## src/rtl/index_reader_pkg.sv

```systemverilog
// Shared definitions for the index reader: frame defaults, FSM encoding
// and the read-credit helper used to keep the output queue from overflowing.
package index_reader_pkg;

  localparam int DEF_NUM_INDEX = 81;
  localparam int DEF_IDX_W     = 7;

  // Output queue depth: output register plus one skid register.
  localparam int QUEUE_DEPTH   = 2;

  typedef enum logic [1:0] {
    ST_IDLE     = 2'd0,
    ST_WAIT_BUF = 2'd1,
    ST_STREAM   = 2'd2,
    ST_DONE     = 2'd3
  } rd_state_e;

  // A new read may go out only if the entries that remain after this
  // cycle's drain, plus the read already in flight, leave a free slot.
  function automatic logic has_room(input logic [1:0] occ_after_drain,
                                    input logic       inflight);
    return (3'(occ_after_drain) + 3'(inflight)) < 3'(QUEUE_DEPTH);
  endfunction

endpackage

```

## src/rtl/index_reader_if.sv

```systemverilog
// Bundle of the buffer-read and downstream-index signals of index_reader.
// The master modport is the reader itself; slave is its environment.
interface index_reader_if #(
  parameter int IDX_W = index_reader_pkg::DEF_IDX_W
) ();

  logic             start;
  logic             index_buffer_ready;
  logic             rd_en;
  logic [IDX_W-1:0] rd_addr;
  logic [IDX_W-1:0] rd_data;
  logic [IDX_W-1:0] index_out;
  logic             index_valid;
  logic             index_ready;
  logic             busy;
  logic             done;
  logic             range_err;

  modport master (
    input  start, index_buffer_ready, rd_data, index_ready,
    output rd_en, rd_addr, index_out, index_valid, busy, done, range_err
  );

  modport slave (
    output start, index_buffer_ready, rd_data, index_ready,
    input  rd_en, rd_addr, index_out, index_valid, busy, done, range_err
  );

endinterface

```

## src/rtl/index_reader_skid_fifo.sv

```systemverilog
// Two-entry output queue (output register + skid register) for the index
// stream. A write arriving while the output register is held by
// backpressure lands in the skid register, so no read return is lost.
module index_skid_fifo #(
  parameter int W = index_reader_pkg::DEF_IDX_W
) (
  input  logic         clk,
  input  logic         reset,
  input  logic         i_in_valid,
  input  logic [W-1:0] i_in_data,
  input  logic         i_out_ready,
  output logic         o_out_valid,
  output logic [W-1:0] o_out_data,
  output logic [1:0]   o_count
);

  logic         r_out_valid;
  logic [W-1:0] r_out_data;
  logic         r_skid_valid;
  logic [W-1:0] r_skid_data;
  logic         w_out_free;

  // The output register can take new data when empty or draining this cycle.
  assign w_out_free = !r_out_valid || i_out_ready;

  // Queue update: refill the output register from skid first, then from input.
  always_ff @(posedge clk or posedge reset) begin
    if (reset) begin
      r_out_valid  <= 1'b0;
      r_out_data   <= '0;
      r_skid_valid <= 1'b0;
      r_skid_data  <= '0;
    end else if (w_out_free) begin
      if (r_skid_valid) begin
        r_out_valid  <= 1'b1;
        r_out_data   <= r_skid_data;
        r_skid_valid <= i_in_valid;
        if (i_in_valid) r_skid_data <= i_in_data;
      end else begin
        r_out_valid <= i_in_valid;
        if (i_in_valid) r_out_data <= i_in_data;
      end
    end else if (i_in_valid) begin
      r_skid_valid <= 1'b1;
      r_skid_data  <= i_in_data;
    end
  end

  assign o_out_valid = r_out_valid;
  assign o_out_data  = r_out_data;
  assign o_count     = {1'b0, r_out_valid} + {1'b0, r_skid_valid};

endmodule

```

## src/rtl/index_reader.sv

```systemverilog
// Index reader: on start, waits for the upstream buffer to fill, then reads
// NUM_INDEX indexes at ascending addresses and streams them downstream with
// valid/ready flow control through a 2-entry queue.
// Optional feature macro: INDEX_READER_RANGE_CHECK_EN enables the sticky
// out-of-range flag on range_err (tied low otherwise).
module index_reader
  import index_reader_pkg::*;
#(
  parameter int NUM_INDEX = DEF_NUM_INDEX,
  parameter int IDX_W     = DEF_IDX_W
) (
  input  logic           clk,
  input  logic           reset,
  index_reader_if.master bus
);

  localparam int CNT_W = $clog2(NUM_INDEX + 1);

  rd_state_e        r_state;
  rd_state_e        w_state_next;
  logic [CNT_W-1:0] r_issue_cnt;
  logic [CNT_W-1:0] r_xfer_cnt;
  logic [IDX_W-1:0] r_rd_addr;
  logic             r_inflight;

  logic             w_rd_en;
  logic             w_xfer;
  logic             w_last_xfer;
  logic             w_start_acc;
  logic [1:0]       w_fifo_cnt;
  logic [1:0]       w_occ_after;
  logic             w_out_valid;
  logic [IDX_W-1:0] w_out_data;

  assign w_start_acc = (r_state == ST_IDLE) && bus.start;
  assign w_xfer      = w_out_valid && bus.index_ready;
  assign w_last_xfer = w_xfer && (r_state == ST_STREAM) &&
                       (r_xfer_cnt == CNT_W'(NUM_INDEX - 1));
  assign w_occ_after = w_fifo_cnt - {1'b0, w_xfer};
  assign w_rd_en     = (r_state == ST_STREAM) &&
                       (r_issue_cnt < CNT_W'(NUM_INDEX)) &&
                       has_room(w_occ_after, r_inflight);

  // FSM state register.
  always_ff @(posedge clk or posedge reset) begin
    if (reset) r_state <= ST_IDLE;
    else       r_state <= w_state_next;
  end

  // FSM next-state logic.
  always_comb begin
    w_state_next = r_state;
    case (r_state)
      ST_IDLE:     if (bus.start) w_state_next = ST_WAIT_BUF;
      ST_WAIT_BUF: if (bus.index_buffer_ready) w_state_next = ST_STREAM;
      ST_STREAM:   if (w_last_xfer) w_state_next = ST_DONE;
      ST_DONE:     w_state_next = ST_IDLE;
      default:     w_state_next = ST_IDLE;
    endcase
  end

  // Read-issue and transfer counters; the last issued address is held.
  always_ff @(posedge clk or posedge reset) begin
    if (reset) begin
      r_issue_cnt <= '0;
      r_xfer_cnt  <= '0;
      r_rd_addr   <= '0;
      r_inflight  <= 1'b0;
    end else begin
      r_inflight <= w_rd_en;
      if (w_start_acc) begin
        r_issue_cnt <= '0;
        r_xfer_cnt  <= '0;
      end else begin
        if (w_rd_en) begin
          r_issue_cnt <= r_issue_cnt + CNT_W'(1);
          r_rd_addr   <= IDX_W'(r_issue_cnt);
        end
        if (w_xfer && (r_state == ST_STREAM)) r_xfer_cnt <= r_xfer_cnt + CNT_W'(1);
      end
    end
  end

  index_skid_fifo #(.W(IDX_W)) u_queue (
    .clk         (clk),
    .reset       (reset),
    .i_in_valid  (r_inflight),
    .i_in_data   (bus.rd_data),
    .i_out_ready (bus.index_ready),
    .o_out_valid (w_out_valid),
    .o_out_data  (w_out_data),
    .o_count     (w_fifo_cnt)
  );

`ifdef INDEX_READER_RANGE_CHECK_EN
  logic r_range_err;

  // Sticky flag for any forwarded index outside 0..NUM_INDEX-1.
  always_ff @(posedge clk or posedge reset) begin
    if (reset)                                          r_range_err <= 1'b0;
    else if (w_start_acc)                               r_range_err <= 1'b0;
    else if (w_xfer && (int'(w_out_data) >= NUM_INDEX)) r_range_err <= 1'b1;
  end

  assign bus.range_err = r_range_err;
`else
  assign bus.range_err = 1'b0;
`endif

  assign bus.rd_en       = w_rd_en;
  assign bus.rd_addr     = w_rd_en ? IDX_W'(r_issue_cnt) : r_rd_addr;
  assign bus.index_out   = w_out_data;
  assign bus.index_valid = w_out_valid;
  assign bus.busy        = (r_state != ST_IDLE);
  assign bus.done        = (r_state == ST_DONE);

endmodule

```

## src/flat_wrapper.sv

```systemverilog
// flat-port wrapper written by rule: the top's interface ports become plain ports
module index_reader_flat import index_reader_pkg::*;
#(
  parameter int NUM_INDEX = DEF_NUM_INDEX,
  parameter int IDX_W     = DEF_IDX_W
)
  (clk, reset, bus_start, bus_index_buffer_ready, bus_rd_data, bus_index_ready, bus_rd_en, bus_rd_addr, bus_index_out, bus_index_valid, bus_busy, bus_done, bus_range_err);
  index_reader_if #(.IDX_W(IDX_W)) bus_i ();
  input  logic clk;
  input  logic reset;
  input wire logic [$bits(bus_i.start)-1:0] bus_start;
  input wire logic [$bits(bus_i.index_buffer_ready)-1:0] bus_index_buffer_ready;
  input wire logic [$bits(bus_i.rd_data)-1:0] bus_rd_data;
  input wire logic [$bits(bus_i.index_ready)-1:0] bus_index_ready;
  output wire logic [$bits(bus_i.rd_en)-1:0] bus_rd_en;
  output wire logic [$bits(bus_i.rd_addr)-1:0] bus_rd_addr;
  output wire logic [$bits(bus_i.index_out)-1:0] bus_index_out;
  output wire logic [$bits(bus_i.index_valid)-1:0] bus_index_valid;
  output wire logic [$bits(bus_i.busy)-1:0] bus_busy;
  output wire logic [$bits(bus_i.done)-1:0] bus_done;
  output wire logic [$bits(bus_i.range_err)-1:0] bus_range_err;
  assign bus_i.start = bus_start;
  assign bus_i.index_buffer_ready = bus_index_buffer_ready;
  assign bus_i.rd_data = bus_rd_data;
  assign bus_i.index_ready = bus_index_ready;
  assign bus_rd_en = bus_i.rd_en;
  assign bus_rd_addr = bus_i.rd_addr;
  assign bus_index_out = bus_i.index_out;
  assign bus_index_valid = bus_i.index_valid;
  assign bus_busy = bus_i.busy;
  assign bus_done = bus_i.done;
  assign bus_range_err = bus_i.range_err;
  index_reader #(.NUM_INDEX(NUM_INDEX), .IDX_W(IDX_W)) u_core (.clk(clk), .reset(reset), .bus(bus_i));
endmodule
```

## config.mk

```make
export PLATFORM = sky130hd
export DESIGN_NAME = index_reader_flat
export DESIGN_NICKNAME = d
export VERILOG_FILES = /design/src/rtl/index_reader_pkg.sv /design/src/rtl/index_reader_if.sv /design/src/rtl/index_reader_skid_fifo.sv /design/src/rtl/index_reader.sv /design/src/flat_wrapper.sv
export SDC_FILE = /design/constraint.sdc
export NUM_CORES = 1
export LEC_CHECK = 0
export CORE_ASPECT_RATIO = 1.75
export CORE_MARGIN = 2
export CORE_UTILIZATION = 30
export DETAILED_ROUTE_END_ITERATION = 8
export PLACE_DENSITY = 0.48
export SYNTH_ARGS = -nofsm -noshare
export SYNTH_HDL_FRONTEND = slang
export SYNTH_SLANG_ARGS = --single-unit
```

## constraint.sdc

```tcl
create_clock -name clk -period 3 [get_ports clk]
set_input_delay 0.6 -clock clk [delete_from_list [all_inputs] [get_ports clk]]
set_output_delay 0.6 -clock clk [all_outputs]
set_load 0.05 [all_outputs]
```

==> qor.yml, run 1 <==
cts:
  h-tree-depth: 2
  cts_root_buffer: "clkbuf_16"
  cts_buffer_depth: 2
  cts_hold_buf: 0
  cts_buffers: 5
  cts.sinks: 40
  cts.clk_slew.worst_paths_ns: 0.06
  cts_tree: "yes"
  clkLatencyLatePin_ns: 0.28
detailed_routing:
  wl_met1_mm: 1.70
  vias_per_cell: 4.73
  wl_per_cell_microns: 13.6
  drt-total-wl_mm: 4.42
  drtIter0Drc: 27
  dr_wl_met3_microns: 127
  vias: 1534
  first_pass_iters: 4
  top_layer_used: "met4"
  wl_met2_mm: 2.49
  ant_nets: 0
  drc: 0
synthesis:
  ys_types: 41
  synth_sequential_area_ratio_pct: 47.5
  ys_seq_elements: 40
  yosys-mux-area-fraction_pct: 13.8
  synth-compound-area-share_pct: 11.1
  synth.avg_cell_area_sq_um: 10.9
  synthSimpleGateAreaFrac_pct: 14.9
  synth_edf_count: 0
  yosysWarnings: 0
  synth_cells: 194
  synth_area_sq_mm: 0.00211
  synthXorXnorAreaFrac_pct: 2.50
  synth-async-reset-ratio_pct: 100
  synth_fa_ha_area_share_pct: 6.42
  synth_nets: 216
  ys.flop_type: "dfrtp_1"
  synth_top_family_by_area: "simple AND/OR/NAND/NOR gates"
placed_design:
  hpwl_mm: 3.31
  portBuffers: 29
  gp_congestion: 0.770
  place_ws_ns: -0.396
sta:
  slew_headroom_pct: 56.6
  setup_violations: 0
  setup_ws_ns: 0.0721
  final-hold-violation-count: 0
  period_needed_ns: 2.93
  period_share_pct: 97.6
  rsz0062_at_grt: "no"
  fin_skew_ns: 0.00696
  worst_slew_pin_slew_ns: 0.650
  max_freq_mhz: 342
  maxSlewViolCount: 0
global_route:
  grt_first_pass_wirelength_mm: 7.82
  antenna_found_initial: 0
  grt_pass1_vias: 1640
  grt-ovfl-total: 0
  grt_usage_pct: 13.7
  grt_max_degree: 18
worst_setup_path:
  cp-end-kind: "output pin"
  cpPeakStageDelay_ns: 0.33
  critPathRequiredTime_ns: 2.40
  crit_arrival_ns: 2.33
  reg2reg_slack_ns: 0.77
  r2r-end: "u_core.r_rd_addr[3]$_DFFE_PP0N_"
  critPathCapture: "bus_rd_addr[4]"
  crit_fanout: 6
  r2r_start: "u_core.u_queue.o_out_valid$_DFFE_PP0N_"
  path_cells: "clkbuf_2, and2_4, ha_4, inv_2, ha_4, xnor2_4, o2111a_4, nand2_8, mux2_4, buf_12"
  worstSetupPathType: "input pin to output pin"
  crit_buf_inv: 3
  cp_common_cell: "ha_4"
  setup.worst_path.start: "bus_index_ready"
  reg2reg_depth: 9
  cp.depth: 10
  start_kind: "input pin"
  crit_family: "adder cells"
  crit_path_top_delay_cell: "mux2_4"
floorplanning:
  die_area_sq_mm: 0.00773
  num_rows: 40
  dieWidth_microns: 67.3
  boundaryPins: 31
  initial_core_util_pct: 30.7
  coreArea_sq_mm: 0.00686
  die_h_microns: 115
power:
  p_leak_nw: 1.28
  ir_worst_vdd_uv: 604
  powerDensity_mw_per_mm2: 1090
outcome:
  status: "finished, final reports clean"
final_layout:
  layout-drive-gt1-share_pct: 27.5
  finalNetCount: 261
  num_antenna_cells: 0
  layout_commonest_cell: "dfrtp_1"
  syn_to_final_growth_pct: 37.4
  fin_util_pct: 42.2
  final_cell_mix: "dfrtp_1, clkdlybuf4s50_1, nor2_1"
flow_run:
  drv_cap: 0
min_path:
  worstHoldPathType: "flop to flop"
sequential cells by signal, indices dropped and copies added (netlist names):
name and count:
u_core.u_queue.o_out_data 7, u_core.r_xfer_cnt 7, u_core.r_inflight 1, u_core.r_rd_addr 7
u_core.r_issue_cnt 7, u_core.u_queue.o_out_valid 1, u_core.u_queue.r_skid_data 7, u_core.u_queue.r_skid_valid 1
u_core.r_state 2
routing by layer:
| metal | up-vias | GRT usage, % |
|---|---|---|
| li1 | 763 | - |
| met1 | 739 | 14.9 |
| met2 | 25 | 24.3 |
| met3 | 7 | 3.33 |
| met4 | 0 | 6.26 |
| met5 | - | 0 |
worst min-delay path by stage:
stage	to	depth (start not counted)	start
final	u_core.r_rd_addr[6]$_DFFE_PP0N_	2	u_core.r_rd_addr[6]$_DFFE_PP0N_
after global routing	u_core.u_queue.r_skid_data[4]$_DFFE_PP0P_	1	u_core.u_queue.r_skid_data[4]$_DFFE_PP0P_
after CTS	u_core.r_rd_addr[6]$_DFFE_PP0N_	2	u_core.r_rd_addr[6]$_DFFE_PP0N_
after detailed placement	u_core.r_rd_addr[1]$_DFFE_PP0N_	1	u_core.r_rd_addr[1]$_DFFE_PP0N_
after global placement	u_core.u_queue.r_skid_data[6]$_DFFE_PP0P_	1	u_core.u_queue.r_skid_data[6]$_DFFE_PP0P_
after floorplan	u_core.u_queue.o_out_valid$_DFFE_PP0N_	2	u_core.u_queue.r_skid_valid$_DFFE_PP0P_
metrics by stage:
| step | setup TNS (ns) | instance area, sq um | power [mW] | std cells | hold WS [ns] |
|---|---|---|---|---|---|
| global route | 0 | 2890 | 3.38 | 324 | 0.517 |
| detailed placement | -2.77 | 2660 | 2.52 | 314 | 0.493 |
| global placement | -2.71 | 2660 | 2.52 | 314 | 0.487 |
| floorplan | 0 | 2120 | 1.92 | 194 | 0.453 |
| CTS | 0 | 2870 | 3.16 | 323 | 0.509 |
| finish | 0 | 2890 | 3.16 | 324 | 0.501 |
Yosys cell counts (all sizes together) (2+ instances only):
cell    number  share of area [%]
mux2        18                 11
nand4        4                1.2
nand2       11                2.1
xor2         3                1.2
dfrtp       40                 48
nor3         2               0.48
and2         4                1.2
xnor2        3                1.2
nand3        4                1.5
mux2i        7                3.3
o21ai        8                1.9
inv         13                2.3
buf          3               0.95
or3          5                1.5
ha          10                5.9
a21oi       18                4.3
nor2        18                3.2
clkbuf       2               0.36
and3         7                2.1
logic make-up after synthesis:
kind of cell	after synthesis
other cells	1
simple gates	59
xor+xnor	6
mux	25
flops	40
buf+inv	18
fa+ha+maj	11
compound gates	34
timing repair:
item                                    CTS  global route
pin swaps                                 3             4
resized for setup                        12             4
setup buffers                             1             1
endpoints found under the hold margin     0             0
endpoints found under the setup margin    8             8
where the power goes:
part | switching (mW) | total, mW | leakage, nW | internal (mW)
logic | 0.952 | 1.76 | 0.694 | 0.806
clock network | 0.210 | 0.538 | 0.0766 | 0.328
registers | 0.141 | 0.866 | 0.508 | 0.725
total | 1.30 | 3.16 | 1.28 | 1.86
layout make-up:
type / instances / area [sq um]
multi-input cells: 136 / 1120
clock inverters: 2 / 10.0
clock buffers: 6 / 139
repair buffers: 43 / 470
inverters: 13 / 48.8
well taps: 84 / 105
fillers: 658 / 3960
flip-flops and latches: 40 / 1000
worst reg2reg max path, delay by kind of cell, from the launching register on:
family                   cells  cell delay (ns)
buffers and inverters        2             0.21
flip-flops                   1             0.40
AND/OR/NAND/NOR              2             0.29
adder cells (fa/ha/maj)      2             0.43
XOR/XNOR                     1             0.18
AO/OA/AOI/OAI                1             0.27
multiplexers                 1             0.34
Note: power is estimated with default switching activity, not from simulation.
==> inputs of run 2 (changes only) <==
==> constraint.sdc (replaced) <==
create_clock -name clk -period 2.98 [get_ports clk]
set_input_delay 0.596 -clock clk [delete_from_list [all_inputs] [get_ports clk]]
set_output_delay 0.596 -clock clk [all_outputs]
set_load 0.05 [all_outputs]
==> run 2 against run 1 <==
Effect of this change: clock-buffer cell count rose by 1; worst setup slack improved by 0.0035 ns; wire length barely moved; critical path depth did not move; clock skew fell by 0.0014 ns; first-iteration DRC count rose by 89%; highest routed layer unchanged.
==> qor.yml, run 2 (same netlist as run 1, synthesis figures left out) <==
outcome:
  status: "finished, final reports clean"
detailed_routing:
  drc: 0  # unchanged
  ant_nets: 0  # unchanged
  first_pass_iters: 4  # unchanged
  vias_per_cell: 4.90  # +3.6%
  drt-total-wl_mm: 4.42  # about the same
  wl_per_cell_microns: 13.6  # -0.29%
  drtIter0Drc: 51  # +89%
  vias: 1594  # +3.9%
sta:
  fin_skew_ns: 0.00558  # -0.00138 ns
  maxSlewViolCount: 0  # unchanged
  rsz0062_at_grt: "no"
  period_share_pct: 97.5
  setup_violations: 0  # unchanged
  worst_slew_pin_slew_ns: 0.564  # -0.0868 ns
  slew_headroom_pct: 62.4  # +5.8 points
  period_needed_ns: 2.90
  final-hold-violation-count: 0  # unchanged
  setup_tns_ns: 0  # unchanged
  max_freq_mhz: 344
global_route:
  grt_pass1_vias: 1627  # -0.79%
  grt_first_pass_wirelength_mm: 7.48  # -4.3%
  antenna_found_initial: 0  # unchanged
  grt-ovfl-total: 0  # unchanged
  grt_max_degree: 16  # -2
  grt_usage_pct: 12.9  # -0.79 points
placed_design:
  place_inst: 316  # +0.64%
  gp_congestion: 0.819  # +6.4%
  hpwl_mm: 3.32  # +0.33%
  placed_area_sq_mm: 0.00269  # +1.3%
  portBuffers: 29  # unchanged
worst_setup_path:
  path_cells: "buf_2, and2_4, ha_4, inv_1, ha_2, xnor2_2, o2111a_4, nand2_8, mux2_4, buf_12"
  crit_path_top_delay_cell: "mux2_4"
  crit_fanout: 6  # unchanged
  cp-end-kind: "output pin"
  start_kind: "input pin"
  cpPeakStageDelay_ns: 0.34  # about the same
  worstSetupPathType: "input pin to output pin"
  crit_arrival_ns: 2.31  # -0.02 ns
  critPathRequiredTime_ns: 2.38  # -0.02 ns
cts:
  cts_root_buffer: "clkbuf_16"
  cts_buffer_depth: 2  # unchanged
  cts_buffers: 5  # unchanged
  cts.clk_slew.worst_paths_ns: 0.06  # about the same
  clkLatencyLatePin_ns: 0.28  # about the same
  h-tree-depth: 2  # unchanged
  cts.sinks: 40  # unchanged
  cts_hold_buf: 0  # unchanged
  cts_tree: "yes"
flow_run:
  drv_cap: 0  # unchanged
floorplanning:
  coreArea_sq_mm: 0.00686  # unchanged
  num_rows: 40  # unchanged
  initial_core_util_pct: 30.7  # unchanged
  die_area_sq_mm: 0.00773  # unchanged
  die_h_microns: 115  # unchanged
  boundaryPins: 31  # unchanged
  dieWidth_microns: 67.3  # unchanged
min_path:
  worstHoldPathType: "flop to flop"
power:
  totalPowerFinal_mw: 3.22  # +1.9%
  powerDensity_mw_per_mm2: 1110  # +1.2%
  p_leak_nw: 1.30  # +1.6%
  ir_worst_vdd_uv: 599  # -0.91%
final_layout:
  layout-drive-gt1-share_pct: 27.4  # -0.11 points
  finalNetCount: 262  # +0.38%
  final_area_sq_mm: 0.00291  # +0.69%
  final_cell_mix: "dfrtp_1, clkdlybuf4s50_1, nor2_1"
  layout_commonest_cell: "dfrtp_1"
  num_antenna_cells: 0  # unchanged
  final_cells: 325  # +0.31%
  fillers: 659  # +0.15%
  syn_to_final_growth_pct: 38.4
[run 2: cell count changes in the layout (fill, tap and decap cells not counted), sizes merged]
cell,before,now
clkinv,2,0
clkinvlp,0,1
buf,22,24
[run 2: layout make-up]
cell class	count	area, sq um	share of cell area (%)
repair buffers	44	478	16.4
well taps	84	105	3.61
flip-flops and latches	40	1000	34.4
multi-input cells	136	1130	38.8
clock buffers	7	143	4.89
inverters	13	48.8	1.67
clock inverters	1	7.51	0.258
[run 2: metal layers]
layer | share of wire [%] | global-route usage [%] | up-vias
li1 | - | - | 773
met1 | 38 | 13.2 | 780
met2 | 56 | 23.4 | 32
met3 | 3.6 | 3.52 | 9
met4 | 2.9 | 6.12 | 0
met5 | 0 | 0 | -
[run 2: worst paths after layout]
| path | from | endpoint | slack, ns | cells past startpoint |
|---|---|---|---|---|
| min reg2reg | u_core.u_queue.r_skid_data[0]$_DFFE_PP0P_ | u_core.u_queue.r_skid_data[0]$_DFFE_PP0P_ | 0.51 | 1 |
| max | bus_index_ready | bus_rd_addr[4] | 0.08 | 10 |
| min in group asynchronous | reset | u_core.u_queue.r_skid_data[3]$_DFFE_PP0P_ | 0.67 | 2 |
| max in group asynchronous | reset | u_core.r_issue_cnt[5]$_DFFE_PP0P_ | 1.69 | 3 |
| min | u_core.u_queue.r_skid_data[0]$_DFFE_PP0P_ | u_core.u_queue.r_skid_data[0]$_DFFE_PP0P_ | 0.51 | 1 |
| max reg2reg | u_core.u_queue.o_out_valid$_DFFE_PP0N_ | u_core.r_issue_cnt[2]$_DFFE_PP0P_ | 0.70 | 10 |
[run 2: through the flow]
step / setup WS, ns / util, % / hold slack (ns)
6_report: 0.0756 / 42.5 / 0.506
5_1_grt: 0.0165 / 42.5 / 0.516
4_1_cts: 0.0812 / 42.5 / 0.508
3_5_place_dp: -0.419 / 39.2 / 0.492
3_3_place_gp: -0.363 / 39.2 / 0.487
2_1_floorplan: 0.0235 / - / 0.453
[run 2: worst max-delay path: cells and delay by family]
kind | cells | cell delay, ns
buf+inv | 3 | 0.29
compound gates | 1 | 0.28
simple gates | 2 | 0.22
mux | 1 | 0.34
xor+xnor | 1 | 0.16
fa+ha+maj | 2 | 0.42
[run 2: power by group]
| group | internal (mW) | leakage, nW | switching, mW |
|---|---|---|---|
| logic | 0.834 | 0.722 | 0.977 |
| registers | 0.730 | 0.508 | 0.139 |
| clock network | 0.333 | 0.0701 | 0.207 |
[run 2: repair_timing]
item | CTS | global route
endpoints found under the setup margin | 8 | 0
setup buffers | 2 | 0
gates resized for setup | 19 | 0
hold endpoints to repair | 0 | 0
==> inputs of run 3 (changes only) <==
==> constraint.sdc (replaced) <==
create_clock -name clk -period 2.98 [get_ports clk]
set_input_delay 0.745 -clock clk [delete_from_list [all_inputs] [get_ports clk]]
set_output_delay 0.745 -clock clk [all_outputs]
set_load 0.05 [all_outputs]
==> run 3 against run 2 <==
Effect of this change: the run now ends with negative setup slack left; clock power grew 21%; non-clock buffer count decreased by 1; register-to-register slack improved by 0.02 ns; critical path type unchanged; flip-flop and latch count stayed put; sequential power is essentially flat; power grew 2.8%; worst setup slack got worse by 0.25 ns; first-iteration DRC count increased by 2.0%; combinational power about the same; clock-buffer cell count stayed put; via count is 2.2% lower; clock skew is 0.00079 ns lower.
==> qor.yml, run 3 (same netlist as run 1, synthesis figures left out) <==
worst_setup_path:
  cp-end-kind: "output pin"
  cpPeakStageDelay_ns: 0.33  # about the same
  critPathRequiredTime_ns: 2.24  # -0.14 ns
  worstSetupPathType: "input pin to output pin"
  cp.depth: 10  # unchanged
  crit_arrival_ns: 2.41  # +0.10 ns
  cp_common_cell: "ha_4"
  crit_fanout: 6  # unchanged
  crit_buf_inv: 3  # unchanged
  reg2reg_slack_ns: 0.72  # +0.02 ns
  reg2reg_depth: 10  # unchanged
  crit_path_top_delay_cell: "mux2_4"
  crit_family: "adder cells"
  path_cells: "buf_6, and2_4, ha_4, inv_2, ha_4, xnor2_4, o2111a_4, nand2_8, mux2_4, buf_8"
  start_kind: "input pin"
floorplanning:
  die_area_sq_mm: 0.00773  # unchanged
  boundaryPins: 31  # unchanged
  dieWidth_microns: 67.3  # unchanged
  coreArea_sq_mm: 0.00686  # unchanged
  initial_core_util_pct: 30.7  # unchanged
  num_rows: 40  # unchanged
  die_h_microns: 115  # unchanged
sta:
  fin_skew_ns: 0.00479  # -0.000787 ns
  slew_headroom_pct: 40.7  # -22 points
  final-hold-violation-count: 0  # unchanged
  rsz0062_at_grt: "yes"
  period_share_pct: 106  # +8.3 points
  maxSlewViolCount: 0  # unchanged
  max_freq_mhz: 317  # -7.9%
  period_needed_ns: 3.15  # +0.248 ns
  setup_ws_ns: -0.172  # -0.248 ns
  hold_slack_ns: 0.486  # -0.0199 ns
  setup_violations: 7  # +7
  worst_slew_pin_slew_ns: 0.887  # +0.323 ns
power:
  p_leak_nw: 1.30  # about the same
  ir_worst_vdd_uv: 665  # +11%
  seqPwrFrac_pct: 26.2  # -0.8 points
  power.net_switching_mw: 1.33  # +0.23%
  swShare_pct: 40.1  # -1.0 points
  clockPowerShare_pct: 19.8  # +3.0 points
  totalPowerFinal_mw: 3.31  # +2.8%
  powerDensity_mw_per_mm2: 1130  # +2.5%
  p_int_mw: 1.98  # +4.6%
  combPwrFrac_pct: 54.0  # -2.2 points
detailed_routing:
  wl_met1_mm: 1.71  # +2.8%
  wl_met2_mm: 2.53  # +2.4%
  wl_per_cell_microns: 13.9  # +2.0%
  top_layer_used: "met4"
  first_pass_iters: 4  # unchanged
  drtIter0Drc: 52  # +2.0%
  vias: 1559  # -2.2%
  vias_per_cell: 4.81  # -1.9%
  dr_wl_met3_microns: 175  # +11%
  drt-total-wl_mm: 4.49  # +1.7%
  ant_nets: 0  # unchanged
  drc: 0  # unchanged
placed_design:
  hpwl_mm: 3.32  # -0.14%
  gp_congestion: 0.813  # -0.77%
  place_ws_ns: -0.586  # -0.167 ns
  portBuffers: 29  # unchanged
global_route:
  grt_usage_pct: 13.2  # +0.31 points
  grt_first_pass_wirelength_mm: 7.73  # +3.3%
  grt_max_degree: 41  # +25
  grt_pass1_vias: 1606  # -1.3%
  grt-ovfl-total: 0  # unchanged
  antenna_found_initial: 0  # unchanged
final_layout:
  num_antenna_cells: 0  # unchanged
  layout-drive-gt1-share_pct: 27.9  # +0.53 points
  syn_to_final_growth_pct: 38.7
  fillers: 642  # -2.6%
  layout_commonest_cell: "dfrtp_1"
  fin_util_pct: 42.6  # +0.11 points
  final_cell_mix: "dfrtp_1, clkdlybuf4s50_1, nor2_1"
  finalNetCount: 261  # -0.38%
outcome:
  violations: "negative setup slack"
  status: "complete, but fails checks"
cts:
  cts_buffer_depth: 2  # unchanged
  cts_tree: "yes"
  cts.sinks: 40  # unchanged
  cts.clk_slew.worst_paths_ns: 0.06  # about the same
  cts_hold_buf: 0  # unchanged
  clkLatencyLatePin_ns: 0.28  # about the same
  cts_root_buffer: "clkbuf_16"
  h-tree-depth: 2  # unchanged
  cts_buffers: 5  # unchanged
min_path:
  worstHoldPathType: "flop to flop"
  min_path_cells: 2  # +1
flow_run:
  drv_cap: 0  # unchanged
## run 3: metrics by stage
| step | instance area (sq um) | std cells | TNS, ns |
|---|---|---|---|
| global route | 2920 | 324 | -1.52 |
| global placement | 2680 | 314 | -4.05 |
| floorplan | 2210 | 194 | -0.284 |
| finish | 2920 | 324 | -1.10 |
| CTS | 2920 | 324 | -1.46 |
| detailed placement | 2680 | 314 | -4.24 |
## run 3: path summary, 6_finish.rpt
kind,startpoint,end
worst max register to register,u_core.u_queue.o_out_valid$_DFFE_PP0N_,u_core.r_issue_cnt[2]$_DFFE_PP0P_
worst min register to register,u_core.r_rd_addr[6]$_DFFE_PP0N_,u_core.r_rd_addr[6]$_DFFE_PP0N_
worst min-delay path,u_core.r_rd_addr[6]$_DFFE_PP0N_,u_core.r_rd_addr[6]$_DFFE_PP0N_
max in group asynchronous,reset,u_core.u_queue.o_out_valid$_DFFE_PP0N_
worst max-delay path,bus_index_ready,bus_rd_addr[2]
min in group asynchronous,reset,u_core.r_xfer_cnt[2]$_DFFE_PP0P_
## run 3: metal layers
metal,global-route usage (%),up-vias
met4,5.58,0
met2,24.4,31
met1,14.0,756
li1,-,764
met5,0,-
met3,2.64,8
## run 3: final cells by class
type / instances / area [sq um] / area share (%)
Sequential cell: 40 / 1000 / 34.3
Tap cell: 84 / 105 / 3.60
Timing Repair Buffer: 43 / 437 / 14.9
Clock buffer: 7 / 153 / 5.22
Inverter: 13 / 48.8 / 1.67
Multi-Input combinational cell: 136 / 1150 / 39.2
Clock inverter: 1 / 30.0 / 1.03
## run 3: power groups by stage
stage                     registers (mW)  clock network [mW]  logic (mW)
after floorplan                     1.05                   0        1.01
after global placement             0.876                   0        1.72
after detailed placement           0.879                   0        1.74
after CTS                          0.870               0.669        1.81
after global routing               0.894               0.700        1.92
final                              0.867               0.655        1.79
## run 3: worst reg2reg max path, delay by kind of cell, from the launching register on
kind,cells,cell delay [ns]
AND/OR/NAND/NOR,2,0.58
adder cells (fa/ha/maj),2,0.42
flip-flops,1,0.40
AO/OA/AOI/OAI,2,0.36
buffers and inverters,3,0.29
XOR/XNOR,1,0.15
## run 3: what timing repair did
item / 4_1_cts / 5_1_grt
gates resized for setup: 15 / 0
setup buffers: 2 / 0
endpoints found under the setup margin: 8 / 8
cloned: 0 / 0
pin swaps: 6 / 5
